[config.mk]
export PLATFORM = sky130hd
export DESIGN_NAME = iterative_mul_div_unit
export DESIGN_NICKNAME = d
export VERILOG_FILES = /design/src/rtl/iterative_mul_div_unit_pkg.sv /design/src/rtl/iterative_mul_div_unit_core.sv /design/src/rtl/iterative_mul_div_unit.sv
export SDC_FILE = /design/constraint.sdc
export NUM_CORES = 1
export LEC_CHECK = 0
export BUFFER_PORTS_ARGS = -buffer_cell sky130_fd_sc_hd__clkbuf_2
export CAP_MARGIN = 15
export CORE_AREA = 2 2 207 209
export DETAILED_ROUTE_END_ITERATION = 16
export DIE_AREA = 0 0 209 211
export PLACE_DENSITY = 0.58
export SLEW_MARGIN = 10
export SYNTH_ARGS = -nofsm -noshare
export SYNTH_HDL_FRONTEND = slang
export SYNTH_SLANG_ARGS = --single-unit
[constraint.sdc]
create_clock -name clk -period 7.6 [get_ports clk]
set_clock_uncertainty 0.15 [all_clocks]
set_input_delay 1.52 -clock clk [delete_from_list [all_inputs] [get_ports clk]]
set_output_delay 1.52 -clock clk [all_outputs]
set_load 0.005 [all_outputs]
[src/rtl/iterative_mul_div_unit_pkg.sv]
// rtl/iterative_mul_div_unit_pkg.sv - shared types and helpers for the iterative multiply/divide unit
package iterative_mul_div_unit_pkg;

    // Widest XLEN the helper function below can describe.
    localparam int MUL_DIV_MAX_XLEN = 256;

    // One-hot operation select. Fields are declared last-to-first so that
    // op[0] = MUL, op[1] = MULH, ... op[7] = REMU.
    typedef struct packed {
        logic remu;
        logic rem;
        logic divu;
        logic div;
        logic mulhu;
        logic mulhsu;
        logic mulh;
        logic mul;
    } InstructionSetMulDiv;

    typedef enum logic [1:0] {
        IDLE = 2'd0,
        CALC = 2'd1,
        DONE = 2'd2
    } MulDivState;

    // Most-negative two's-complement value of an xlen-bit word, zero-extended
    // to MUL_DIV_MAX_XLEN bits; callers truncate to their own width.
    function automatic logic [MUL_DIV_MAX_XLEN-1:0] most_negative(input int xlen);
        logic [MUL_DIV_MAX_XLEN-1:0] one;
        one = {{(MUL_DIV_MAX_XLEN-1){1'b0}}, 1'b1};
        return one << (xlen - 1);
    endfunction

endpackage

[src/rtl/iterative_mul_div_unit_core.sv]
// rtl/iterative_mul_div_unit_core.sv - per-step shift-add / restoring shift-subtract datapath
//
// Ports:
//   clk, rst_n       clock, asynchronous active-low reset
//   load             capture magnitudes and the operation kind; clears the high register
//   step             advance one iteration
//   is_div           1: restoring divide, 0: radix-2 multiply (sampled on load)
//   op_a, op_b       operand magnitudes (multiplicand/multiplier or dividend/divisor)
//   hi_next, lo_next value the registers take on the next step; multiply: product
//                    high/low halves, divide: remainder/quotient
module shift_add_sub_core #(
    parameter int XLEN = 32
) (
    input  logic            clk,
    input  logic            rst_n,
    input  logic            load,
    input  logic            step,
    input  logic            is_div,
    input  logic [XLEN-1:0] op_a,
    input  logic [XLEN-1:0] op_b,
    output logic [XLEN-1:0] hi_next,
    output logic [XLEN-1:0] lo_next
);

    logic [XLEN-1:0] hi;
    logic [XLEN-1:0] lo;
    logic [XLEN-1:0] addend;
    logic            is_div_q;

    logic [XLEN:0] mul_sum;
    logic [XLEN:0] div_shifted;
    logic [XLEN:0] div_diff;

    always_comb begin
        // Multiply: conditionally add multiplicand into the high half, then
        // shift the whole 2*XLEN accumulator right, consuming one multiplier bit.
        mul_sum     = {1'b0, hi} + (lo[0] ? {1'b0, addend} : {(XLEN+1){1'b0}});
        // Divide: bring the next dividend bit into the partial remainder and
        // trial-subtract the divisor; bit XLEN of the difference is the borrow.
        div_shifted = {hi, lo[XLEN-1]};
        div_diff    = div_shifted - {1'b0, addend};

        hi_next = '0;
        lo_next = '0;
        if (is_div_q) begin
            if (!div_diff[XLEN]) begin
                hi_next = div_diff[XLEN-1:0];
                lo_next = {lo[XLEN-2:0], 1'b1};
            end else begin
                hi_next = div_shifted[XLEN-1:0];
                lo_next = {lo[XLEN-2:0], 1'b0};
            end
        end else begin
            hi_next = mul_sum[XLEN:1];
            lo_next = {mul_sum[0], lo[XLEN-1:1]};
        end
    end

    always_ff @(posedge clk or negedge rst_n) begin
        if (!rst_n) begin
            hi       <= '0;
            lo       <= '0;
            addend   <= '0;
            is_div_q <= 1'b0;
        end else if (load) begin
            hi       <= '0;
            lo       <= is_div ? op_a : op_b;
            addend   <= is_div ? op_b : op_a;
            is_div_q <= is_div;
        end else if (step) begin
            hi <= hi_next;
            lo <= lo_next;
        end
    end

endmodule

[src/rtl/iterative_mul_div_unit.sv]
// rtl/iterative_mul_div_unit.sv - multi-cycle RV32M-style multiply/divide unit with valid/ready handshake
//
// Ports:
//   clk, rst_n       clock, asynchronous active-low reset
//   in_valid         request present
//   in_ready         unit can accept (state == IDLE)
//   op               one-hot operation: [0] MUL .. [7] REMU
//   reg1, reg2       rs1 / rs2 operands
//   flush            synchronous abort of in-flight or held result
//   out_valid        result present (state == DONE)
//   out_ready        consumer takes result
//   out              registered result
//   busy             state != IDLE
import iterative_mul_div_unit_pkg::*;

module iterative_mul_div_unit #(
    parameter int XLEN = 32
) (
    input  logic            clk,
    input  logic            rst_n,
    input  logic            in_valid,
    output logic            in_ready,
    input  logic [7:0]      op,
    input  logic [XLEN-1:0] reg1,
    input  logic [XLEN-1:0] reg2,
    input  logic            flush,
    output logic            out_valid,
    input  logic            out_ready,
    output logic [XLEN-1:0] out,
    output logic            busy
);

    localparam int              CNT_W    = $clog2(XLEN) + 1;
    localparam logic [XLEN-1:0] MOST_NEG = XLEN'(most_negative(XLEN));
    localparam logic [XLEN-1:0] ALL_ONES = '1;

    MulDivState          state;
    logic [CNT_W-1:0]    counter;
    InstructionSetMulDiv op_in;
    InstructionSetMulDiv op_q;
    logic                neg_diff;   // operand signs differ: negate product / quotient
    logic                neg_a;      // dividend negative: negate remainder

    logic            op_valid;
    logic            in_div_op;
    logic            sign_a;
    logic            sign_b;
    logic [XLEN-1:0] abs_a;
    logic [XLEN-1:0] abs_b;
    logic            div_by_zero;
    logic            sgn_ovf;
    logic            special;
    logic [XLEN-1:0] special_result;
    logic            accept;

    logic [XLEN-1:0]   hi_next;
    logic [XLEN-1:0]   lo_next;
    logic [2*XLEN-1:0] prod_fix;
    logic [XLEN-1:0]   quo_fix;
    logic [XLEN-1:0]   rem_fix;
    logic [XLEN-1:0]   calc_result;

    assign op_in     = op;
    assign in_ready  = (state == IDLE);
    assign busy      = (state != IDLE);
    assign out_valid = (state == DONE);

    always_comb begin
        op_valid  = $onehot(op_in);
        in_div_op = op_in.div | op_in.divu | op_in.rem | op_in.remu;
        sign_a    = (op_in.mul | op_in.mulh | op_in.mulhsu | op_in.div | op_in.rem) & reg1[XLEN-1];
        sign_b    = (op_in.mul | op_in.mulh | op_in.div | op_in.rem) & reg2[XLEN-1];
        abs_a     = sign_a ? -reg1 : reg1;
        abs_b     = sign_b ? -reg2 : reg2;

        div_by_zero = in_div_op && (reg2 == '0);
        sgn_ovf     = (op_in.div | op_in.rem) && (reg1 == MOST_NEG) && (reg2 == ALL_ONES);
        special     = div_by_zero | sgn_ovf;

        special_result = '0;
        if (div_by_zero) begin
            special_result = (op_in.div | op_in.divu) ? ALL_ONES : reg1;
        end else if (sgn_ovf) begin
            special_result = op_in.div ? reg1 : '0;
        end

        accept = (state == IDLE) && in_valid && op_valid && !flush;
    end

    shift_add_sub_core #(
        .XLEN (XLEN)
    ) u_core (
        .clk     (clk),
        .rst_n   (rst_n),
        .load    (accept && !special),
        .step    ((state == CALC) && !flush),
        .is_div  (in_div_op),
        .op_a    (abs_a),
        .op_b    (abs_b),
        .hi_next (hi_next),
        .lo_next (lo_next)
    );

    // Sign fix-up works on the core's next-step value so the result of the
    // final iteration is registered on the same edge that enters DONE.
    always_comb begin
        prod_fix = neg_diff ? -{hi_next, lo_next} : {hi_next, lo_next};
        quo_fix  = neg_diff ? -lo_next : lo_next;
        rem_fix  = neg_a    ? -hi_next : hi_next;

        calc_result = '0;
        if (op_q.mul) begin
            calc_result = prod_fix[XLEN-1:0];
        end else if (op_q.mulh | op_q.mulhsu | op_q.mulhu) begin
            calc_result = prod_fix[2*XLEN-1:XLEN];
        end else if (op_q.div | op_q.divu) begin
            calc_result = quo_fix;
        end else if (op_q.rem | op_q.remu) begin
            calc_result = rem_fix;
        end
    end

    always_ff @(posedge clk or negedge rst_n) begin
        if (!rst_n) begin
            state    <= IDLE;
            counter  <= '0;
            out      <= '0;
            op_q     <= '0;
            neg_diff <= 1'b0;
            neg_a    <= 1'b0;
        end else if (flush) begin
            // out keeps its last value; only the handshake state is dropped.
            state   <= IDLE;
            counter <= '0;
        end else begin
            case (state)
                IDLE: begin
                    if (accept) begin
                        op_q     <= op_in;
                        neg_diff <= sign_a ^ sign_b;
                        neg_a    <= sign_a;
                        if (special) begin
                            out   <= special_result;
                            state <= DONE;
                        end else begin
                            counter <= CNT_W'(XLEN);
                            state   <= CALC;
                        end
                    end
                end
                CALC: begin
                    counter <= counter - CNT_W'(1);
                    if (counter == CNT_W'(1)) begin
                        out   <= calc_result;
                        state <= DONE;
                    end
                end
                DONE: begin
                    if (out_ready) begin
                        state <= IDLE;
                    end
                end
                default: begin
                    state <= IDLE;
                end
            endcase
        end
    end

endmodule

==> results of run 1 <==
-- flip-flops by register name, indices dropped and copies added, names as in the netlist --
name	flops
u_core.lo	32
out	32
u_core.hi	32
u_core.addend	32
op_q	8
state	2
neg_a	1
neg_diff	1
u_core.is_div_q	1
counter	6
-- kinds of logic (layout without fill, tap and decap cells) --
logic type | after synthesis | after routing
compound gates | 775 | 775
xor+xnor | 176 | 176
simple gates | 812 | 812
buf+inv | 226 | 280
mux | 52 | 52
flops | 147 | 147
fa+ha+maj | 81 | 81
-- how the worst max path moves through the flow --
| stage | endpoint | depth (start not counted) | startpoint |
|---|---|---|---|
| after floorplan | out[29] | 17 | op[0] |
| after global routing | out[28] | 21 | u_core.lo[31] |
| after detailed placement | out[23] | 17 | op[0] |
| after global placement | out[23] | 17 | op[0] |
| final | out[13] | 16 | u_core.lo[31] |
| after CTS | out[13] | 16 | u_core.lo[31] |
-- critical path, delay by kind of cell (launching register included) --
kind	cells	cell delay, ns
AOI/OAI and AO/OA	8	3.39
adders and majority gates	2	0.64
DFF	1	0.48
and+or+nand+nor	2	0.47
buffers and inverters	2	0.37
muxes	1	0.33
xor gates and xnor gates	1	0.13
-- placed cells by master, fill, tap and decap left out, drive strengths merged, types with 19 or more instances in the layout --
cell type  netlist  final
xnor2           93     93
ha              75     75
clkbuf         103    128
or4             19     19
nand4           27     27
o211ai          29     29
nand3           80     80
or3             19     19
o21ai          242    242
mux2i           34     34
inv             85     92
a31oi           28     28
o31ai           35     35
a21o            32     32
nor4            20     20
nor3            64     64
dfrtp          147    147
nor2           231    231
xor2            83     83
a211oi          27     27
nand2          254    254
a21oi          189    189
buf             36     50
-- routing by layer --
layer	vias to the layer above	wire length [um]	global-route usage, %
li1	8404	-	-
met1	8670	29900	42.0
met2	918	31600	50.8
met3	181	5820	5.34
met4	2	3290	14.9
met5	-	13	0
-- power groups by stage --
stage          Combinational, mW  Sequential (mW)  Clock, mW
5_1_grt                     7.45             1.51      0.972
6_report                    6.98             1.47      0.935
3_3_place_gp                6.73             1.46          0
2_1_floorplan               4.66             1.29          0
3_5_place_dp                6.73             1.47          0
4_1_cts                     6.78             1.46      0.943
-- through the flow --
step | setup WS, ns | hold slack, ns
final | 1.47 | 0.338
after global routing | 1.24 | 0.358
after CTS | 1.64 | 0.335
after detailed placement | 1.17 | 0.321
after global placement | 1.29 | 0.314
after floorplan | 1.93 | 0.300
-- area by class of cell --
type | instances | area share, %
clock buffer | 17 | 2.33
clock inverter | 15 | 1.06
inverter | 87 | 1.79
multi-input combinational | 1896 | 65.8
sequential | 147 | 20.2
tap | 539 | 3.70
timing repair buffer | 161 | 5.13
==> flow_summary_export.csv, run 1 <==
group,metric,value,unit
outcome,status,"finished, final reports clean",
synthesis,synth_flop_cell,"dfrtp_1",
power_and_ir_drop,finalPower,9.38,mW
clocking,clk_pin_slew,0.07,ns
synthesis,synth_top_family_by_area,"compound AO/OA/AOI/OAI gates",
clocking,cts_root_buf,"clkbuf_16",
detailed_routing,drt_pass1_iterations,6,
synthesis,yosysMostFrequentCell,"nand2_1",
placement,place_congestion,1.03,
clocking,numCtsBuffers,17,
finish,post-route-util,43.7,%
clocking,cts.sinks,147,
global_route,overflow,0,
floorplanning,rows,75,
timing,hold_viol,0,
finish,fin_cells,2862,
synthesis,ys_seq_area_share,22.2,%
critical_path,endpoint_kind,"register",
finish,num-fill-cells,4344,
synthesis,synth.net_count,2427,
synthesis,yosys.area.top_type,"dfrtp_1",
synthesis,netlist_area,16500,um^2
power_and_ir_drop,p_leak,7.67,nW
detailed_routing,drc_errors,0,
clocking,cts_resized,0,
clocking,clockBufferDepth,2,
detailed_routing,ant_nets,0,
timing,fin_setup_tns,0,ns
critical_path,path_cells,"inv_1 > ha_1 > fa_1 > nor2b_1 > o31a_1 > o21ai_0 > a21oi_1 > a211o_1 > buf_4 > mux2_1 > a22oi_1 > nor4_1 > a31oi_1 > xor2_1 > a222oi_1 > o21ai_0",
hold_path,hold_path_class,"register to register",
detailed_routing,routed_wl,70.6,mm
synthesis,synth_edf_count,0,
timing,layout_min_cycle_time,6.13,ns
placement,dp_cells,2829,
timing,maxSlewHeadroom,20.6,%
floorplanning,core_area,41800,um^2
global_route,grt_max_degree,93,
clocking,clk_latency,0.47,ns
timing,post-route-period-util,80.7,%
global_route,grt_pass1_wl,107,mm
synthesis,yosys.area_share.simple,23.2,%
power_and_ir_drop,intPower,3.99,mW
power_and_ir_drop,ir_worst_vdd,0.214,mV
synthesis,synth_fa_ha_area_share,6.40,%
synthesis,synth.area.mux_share,3.28,%
placement,placed_area,17600,um^2
timing,clock.fmax,0.163,GHz
power_and_ir_drop,swShare,57.5,%
detailed_routing,first_iter_violations,2079,
placement,dp_hpwl,56.0,mm
clocking,cts_tree,"built",
detailed_routing,vias,18200,
critical_path,slowest_stage,"a222oi_1",
power_and_ir_drop,comb_power_share,74.4,%
floorplanning,die_area,44100,um^2
critical_path,r2r-start,"u_core.lo[31]",
global_route,antenna_found_initial,1,
floorplanning,die_y,211,um
critical_path,crit_top_cell,"o21ai_0",
hold_path,min_path_cells,2,
finish,drive_gt1_share,11.2,%
detailed_routing,via_per_inst,6.35,
synthesis,synth_common_cells,"nand2_1 (254), nor2_1 (231), o21ai_0 (228), a21oi_1 (189), dfrtp_1 (147)",
finish,synthToLayoutAreaGrowth,10.3,%
timing,finalMaxSlewViolations,0,
synthesis,syn_inst,2269,
finish,fin_nets,2468,
finish,diodes,0,
placement,portBuffers,111,
synthesis,ys_async_sr_fraction,100,%
critical_path,ff2ff_path_depth,16,
synthesis,synthTopCellsByArea,"dfrtp_1 (22%), o21ai_0 (6.9%), nand2_1 (5.8%), a21oi_1 (5.7%), ha_1 (5.7%)",
synthesis,synth_top_area_share,22.2,%
critical_path,path_class,"register to register",
global_route,first_global_vias,17300,
floorplanning,start_util,39.6,%
run,cap_violations,0,
synthesis,ys_types,95,
critical_path,arrival,6.28,ns
floorplanning,num_io_pins,112,
finish,multi_input_area,12000,um^2
timing,setup_viol,0,
timing,rsz0062_at_grt,"false",
synthesis,yosys_warnings,0,
global_route,grt.total_usage,31.8,%
hold_path,min_to,"u_core.addend[26]",
timing,worst_pin_slew,1.18,ns
synthesis,synthXorXnorAreaFrac,9.32,%
floorplanning,die_w,209,um
critical_path,r2r-end,"out[13]",
clocking,htreeDepth,4,
critical_path,worstPathRequired,7.75,ns
synthesis,synth-seq-cells,147,
critical_path,path_max_fanout,12,
clocking,cts_hold_buf,0,
power_and_ir_drop,clkPwrFrac,10.0,%
clocking,cts_setup_buffers,0,
power_and_ir_drop,power_switching,5.39,mW
detailed_routing,wl_per_cell,24.7,um
critical_path,startpoint_type,"register",
critical_path,slowest_delay,0.76,ns
finish,design_area,18200,um^2
hold_path,hp-start,"u_core.addend[26]",
critical_path,reg2reg_slack,1.47,ns
synthesis,synth_compound_area_share,30.1,%
synthesis,syn_avg_cell_area,7.29,um^2
power_and_ir_drop,pwr-share-seq,15.7,%
power_and_ir_drop,powerDensity,515,nW/um^2
finish,seqCellArea,3680,um^2
Power figures use the tool's default switching activity.
==> run 2: changes to the inputs <==
ABC_AREA = 1   (was not set)
CORE_AREA = 2 2 223 225   (was 2 2 207 209)
DIE_AREA = 0 0 225 227   (was 0 0 209 211)
clock period = 6.1 ns   (was 7.6 ns; I/O delays follow)
==> flow_summary_export.csv, run 2 <==
group,metric,value,unit
detailed_routing,drt_pass1_iterations,6,
detailed_routing,vias,22800,
floorplanning,core_area,48500,um^2
detailed_routing,drc_errors,0,
floorplanning,die_area,51100,um^2
clocking,clk_latency,0.47,ns
timing,post-route-period-util,83.7,%
clocking,cts_resized,0,
synthesis,synth_top_family_by_area,"simple AND/OR/NAND/NOR gates",
finish,drive_gt1_share,9.29,%
floorplanning,rows,81,
detailed_routing,first_iter_violations,2670,
hold_path,hold_path_class,"register to register",
synthesis,synth_fa_ha_area_share,5.50,%
synthesis,yosys.area_share.simple,41.7,%
synthesis,ys_async_sr_fraction,100,%
clocking,clockBufferDepth,2,
finish,layout_common_cells,"nand2_1 (1,045), inv_1 (503), nor2_1 (355)",
global_route,grt.total_usage,34.7,%
global_route,grt_max_degree,82,
detailed_routing,routed-wl-met3,6.33,mm
clocking,htreeDepth,4,
synthesis,netlist_area,19300,um^2
synthesis,synth_common_cells,"nand2_1 (1,045), inv_1 (503), nor2_1 (356), nand3_1 (243), o21ai_0 (191)",
timing,clock.fmax,0.196,GHz
detailed_routing,wl_per_cell,21.7,um
synthesis,ys_types,58,
critical_path,path_max_fanout,12,
critical_path,arrival,5.34,ns
placement,portBuffers,111,
global_route,overflow,0,
placement,place_congestion,1.01,
finish,fin_nets,3599,
synthesis,synthTopCellsByArea,"nand2_1 (20%), dfrtp_1 (19%), inv_1 (9.8%), nor2_1 (6.9%), nand3_1 (6.3%)",
detailed_routing,routed_wl,88.5,mm
critical_path,startpoint_type,"primary input",
detailed_routing,dr_wl_met2,38.8,mm
detailed_routing,top_layer_used,"met4",
synthesis,yosys.area.top_type,"nand2_1",
floorplanning,num_io_pins,112,
synthesis,synth_compound_area_share,15.3,%
clocking,cts.sinks,147,
run,cap_violations,0,
timing,hold_viol,0,
timing,maxSlewHeadroom,31.6,%
floorplanning,die_w,225,um
synthesis,synth_top_area_share,20.4,%
synthesis,syn_inst,3371,
clocking,numCtsBuffers,17,
power_and_ir_drop,ir_worst_vdd,0.276,mV
global_route,grt_pass1_wl,132,mm
synthesis,synth_edf_count,0,
finish,synthToLayoutAreaGrowth,9.59,%
critical_path,path_class,"primary input to register",
timing,fin_setup_tns,0,ns
global_route,antenna_found_initial,0,
placement,dp_hpwl,71.7,mm
synthesis,syn_avg_cell_area,5.71,um^2
clocking,cts_root_buf,"clkbuf_16",
finish,post-route-util,43.5,%
synthesis,yosys_warnings,0,
power_and_ir_drop,powerDensity,704,nW/um^2
critical_path,endpoint_kind,"register",
timing,setup_viol,0,
power_and_ir_drop,p_leak,11.4,nW
timing,finalMaxSlewViolations,0,
synthesis,ys_seq_area_share,19.1,%
detailed_routing,ant_nets,0,
synthesis,synthXorXnorAreaFrac,5.46,%
detailed_routing,via_per_inst,5.59,
placement,placed_area,20500,um^2
clocking,cts_setup_buffers,0,
finish,design_area,21100,um^2
clocking,cts_tree,"built",
floorplanning,start_util,39.7,%
timing,rsz0062_at_grt,"false",
critical_path,worstPathRequired,6.33,ns
synthesis,synth.area.mux_share,0.0585,%
detailed_routing,met1_length,37.0,mm
finish,diodes,0,
floorplanning,die_y,227,um
timing,worst_pin_slew,1.01,ns
synthesis,synth.net_count,3529,
outcome,status,"finished, final reports clean",
synthesis,yosysMostFrequentCell,"nand2_1",
clocking,clk_pin_slew,0.06,ns
synthesis,synth_flop_cell,"dfrtp_1",
synthesis,synth-seq-cells,147,
timing,layout_min_cycle_time,5.11,ns
clocking,cts_hold_buf,0,
finish,final_common_cell,"nand2_1",
global_route,first_global_vias,21300,
## run 2: cell count changes in the layout (fill, tap and decap cells not counted), moves of 34 or more
cell     delta
a21oi_1    -35
inv_1     +418
mux2i_1    -34
nand2_1   +792
nand3_1   +164
nor2_1    +126
o21ai_0    -37
xnor2_1    -74
## run 2: report_power, final
group	internal, mW	switching (mW)	leakage [nW]	total [mW]
clock	0.701	0.498	0.313	1.20
sequential	1.39	0.499	1.87	1.89
combinational	3.31	8.45	9.20	11.8
## run 2: worst paths after layout
check,slack [ns],depth (start not counted),from,to
setup / recovery,0.99,19,op[0],u_core.lo[31]
hold / removal,0.37,2,u_core.addend[2],u_core.addend[2]
setup reg to reg,1.01,31,u_core.addend[0],out[20]
hold reg to reg,0.37,2,u_core.addend[2],u_core.addend[2]
max in group asynchronous,3.97,2,rst_n,u_core.is_div_q
min in group asynchronous,0.61,1,rst_n,counter[0]
## run 2: metrics by stage
stage	power (mW)	setup slack [ns]	cells	hold WS, ns
after floorplan	9.41	1.13	3371	0.314
after global placement	13.3	0.651	4044	0.349
after detailed placement	13.3	0.565	4044	0.359
after CTS	14.5	1.05	4076	0.374
after global routing	16.0	0.626	4076	0.408
final	14.9	0.993	4076	0.375
## run 2: worst max-delay path: stages
cell       delay [ns]
clkbuf_2         0.10
fa_1             0.53
inv_1            0.05
fa_1             0.50
fa_1             0.41
inv_1            0.07
ha_1             0.17
inv_1            0.06
fa_1             0.41
o31ai_1          0.25
o2111ai_1        0.23
nor2_1           0.30
inv_2            0.13
nor2_1           0.14
buf_4            0.17
inv_1            0.23
o22ai_1          0.19
a21oi_1          0.05
o21ai_0          0.11
## run 2: area by class of cell
class | instances | area (um^2)
fill | 5387 | 27400
multi-input combinational | 2595 | 13100
sequential | 147 | 3680
inverter | 522 | 1960
timing repair buffer | 158 | 915
tap | 622 | 778
clock buffer | 18 | 439
clock inverter | 14 | 201
## run 2: metal layers
metal  GRT usage [%]  vias to the layer above
met3            4.27                      267
met5               0                        -
met4            22.2                        0
met2            55.0                     1148
met1            44.9                    10500
li1                -                    10900
## run 2: logic make-up after synthesis
family	after synthesis
xor+xnor	120
buf+inv	629
simple gates	1877
flops	147
compound gates	516
fa+ha+maj	81
mux	1
==> run 3: changes to the inputs <==
clock period = 5.05 ns   (was 6.1 ns; I/O delays follow)
==> flow_summary_export.csv, run 3 (synthesized netlist as in run 2, its figures left out) <==
group,metric,value,unit
global_route,first_global_vias,21600,
global_route,grt.total_usage,35.6,%
global_route,grt_max_degree,82,
power_and_ir_drop,power_switching,11.7,mW
floorplanning,start_util,39.7,%
placement,portBuffers,111,
critical_path,path_max_fanout,3,
floorplanning,core_area,48500,um^2
placement,dp_cells,4116,
global_route,grt_pass1_wl,135,mm
power_and_ir_drop,clkPwrFrac,7.5,%
timing,layout_min_cycle_time,4.78,ns
power_and_ir_drop,p_leak,11.8,nW
critical_path,r2r-start,"u_core.addend[30]",
timing,hold_viol,0,
detailed_routing,ant_nets,0,
critical_path,arrival,4.98,ns
power_and_ir_drop,powerDensity,855,nW/um^2
clocking,clockBufferDepth,2,
critical_path,setup.worst_path.start,"u_core.addend[30]",
global_route,overflow,0,
clocking,htreeDepth,4,
floorplanning,die_y,227,um
timing,finalMaxSlewViolations,0,
clocking,clk_latency,0.47,ns
timing,maxSlewHeadroom,35.8,%
critical_path,startpoint_type,"register",
power_and_ir_drop,comb_power_share,80.2,%
clocking,clk_pin_slew,0.07,ns
power_and_ir_drop,ir_worst_vdd,0.332,mV
timing,rsz0062_at_grt,"false",
detailed_routing,via_per_inst,5.56,
run,cap_violations,0,
power_and_ir_drop,intPower,6.94,mW
critical_path,reg2reg_slack,0.27,ns
detailed_routing,vias,23100,
critical_path,crit_top_cell,"nand2_1",
detailed_routing,routed_wl,91.1,mm
hold_path,hold_path_class,"register to register",
critical_path,slowest_delay,0.46,ns
timing,setup_viol,0,
critical_path,r2r-end,"out[28]",
power_and_ir_drop,finalPower,18.6,mW
critical_path,ff2ff_path_depth,29,
finish,drive_gt1_share,11.4,%
timing,fin_setup_tns,0,ns
floorplanning,rows,81,
critical_path,worstPathBufferInverterCount,3,
outcome,status,"finished, final reports clean",
floorplanning,num_io_pins,112,
critical_path,worstPathRequired,5.25,ns
detailed_routing,drt_pass1_iterations,6,
critical_path,critPathCapture,"out[28]",
finish,layout_common_cells,"nand2_1 (1,043), inv_1 (502), nor2_1 (353)",
critical_path,crit_cells,29,
placement,place_congestion,1.05,
floorplanning,die_w,225,um
critical_path,cp_top_family,"simple AND/OR/NAND/NOR gates",
timing,worst_pin_slew,0.953,ns
critical_path,endpoint_kind,"register",
detailed_routing,drc_errors,0,
global_route,antenna_found_initial,1,
detailed_routing,wl_per_cell,22.0,um
finish,post-route-util,44.8,%
clocking,cts_root_buf,"clkbuf_16",
finish,final_common_cell,"nand2_1",
power_and_ir_drop,swShare,62.7,%
clocking,cts_tree,"built",
clocking,cts.sinks,147,
power_and_ir_drop,pwr-share-seq,12.3,%
placement,dp_hpwl,75.0,mm
timing,clock.fmax,0.209,GHz
timing,post-route-period-util,94.7,%
finish,diodes,0,
finish,fin_cells,4149,
critical_path,slowest_stage,"dfrtp_1",
detailed_routing,first_iter_violations,2562,
finish,fin_nets,3672,
clocking,numCtsBuffers,17,
critical_path,path_class,"register to register",
floorplanning,die_area,51100,um^2
finish,synthToLayoutAreaGrowth,12.9,%
run 3: worst min-delay path by stage:
stage	slack [ns]	endpoint	from	cells after the start
floorplan	0.31	u_core.lo[31]	u_core.lo[31]	2
global placement	0.35	counter[1]	counter[1]	2
detailed placement	0.35	counter[1]	counter[1]	2
CTS	0.37	counter[1]	counter[1]	2
global route	0.40	counter[1]	counter[1]	2
finish	0.37	counter[1]	counter[1]	2
run 3: routing by layer:
layer	track usage [%]	up-vias	part of all wire (%)
met1	45.1	10700	41
met3	4.76	240	7.3
met2	58.0	1068	45
met5	0	-	0
li1	-	11100	-
met4	21.2	0	6.7
run 3: worst register-to-register path, delay by kind of cell (launching register included):
family,cells,cell delay (ns)
simple gates,19,2.22
compound gates,4,0.61
fa+ha+maj,2,0.48
buf+inv,3,0.47
flops,1,0.46
xor+xnor,1,0.26
run 3: timing repair:
action / 4_1_cts / 5_1_grt
endpoints found under the setup margin: 0 / 10
hold buffers: 0 / 0
resized for setup: 0 / 11
setup buffers: 0 / 1
run 3: metrics by stage:
step | instance area (um^2) | hold WS, ns | worst slack [ns]
2_1_floorplan | 19300 | 0.314 | 0.286
3_3_place_gp | 21100 | 0.352 | 0.0331
3_5_place_dp | 21100 | 0.349 | -0.0407
4_1_cts | 21700 | 0.369 | 0.315
5_1_grt | 21700 | 0.399 | 0.0103
6_report | 21700 | 0.371 | 0.270
run 3: power by group through the flow:
stage	clock network, mW	logic, mW	registers [mW]
after detailed placement	0	14.4	2.27
final	1.39	14.9	2.28
after CTS	1.40	14.5	2.25
after floorplan	0	9.39	1.98
after global placement	0	14.4	2.28
after global routing	1.44	16.2	2.31
run 3: final cells by class:
| type | instances | area (um^2) |
|---|---|---|
| clock inverter | 15 | 193 |
| fill | 5349 | 26800 |
| multi-input combinational | 2595 | 13200 |
| tap | 622 | 778 |
| timing repair buffer | 231 | 1540 |
| sequential | 147 | 3680 |
| clock buffer | 17 | 425 |
| inverter | 522 | 1960 |
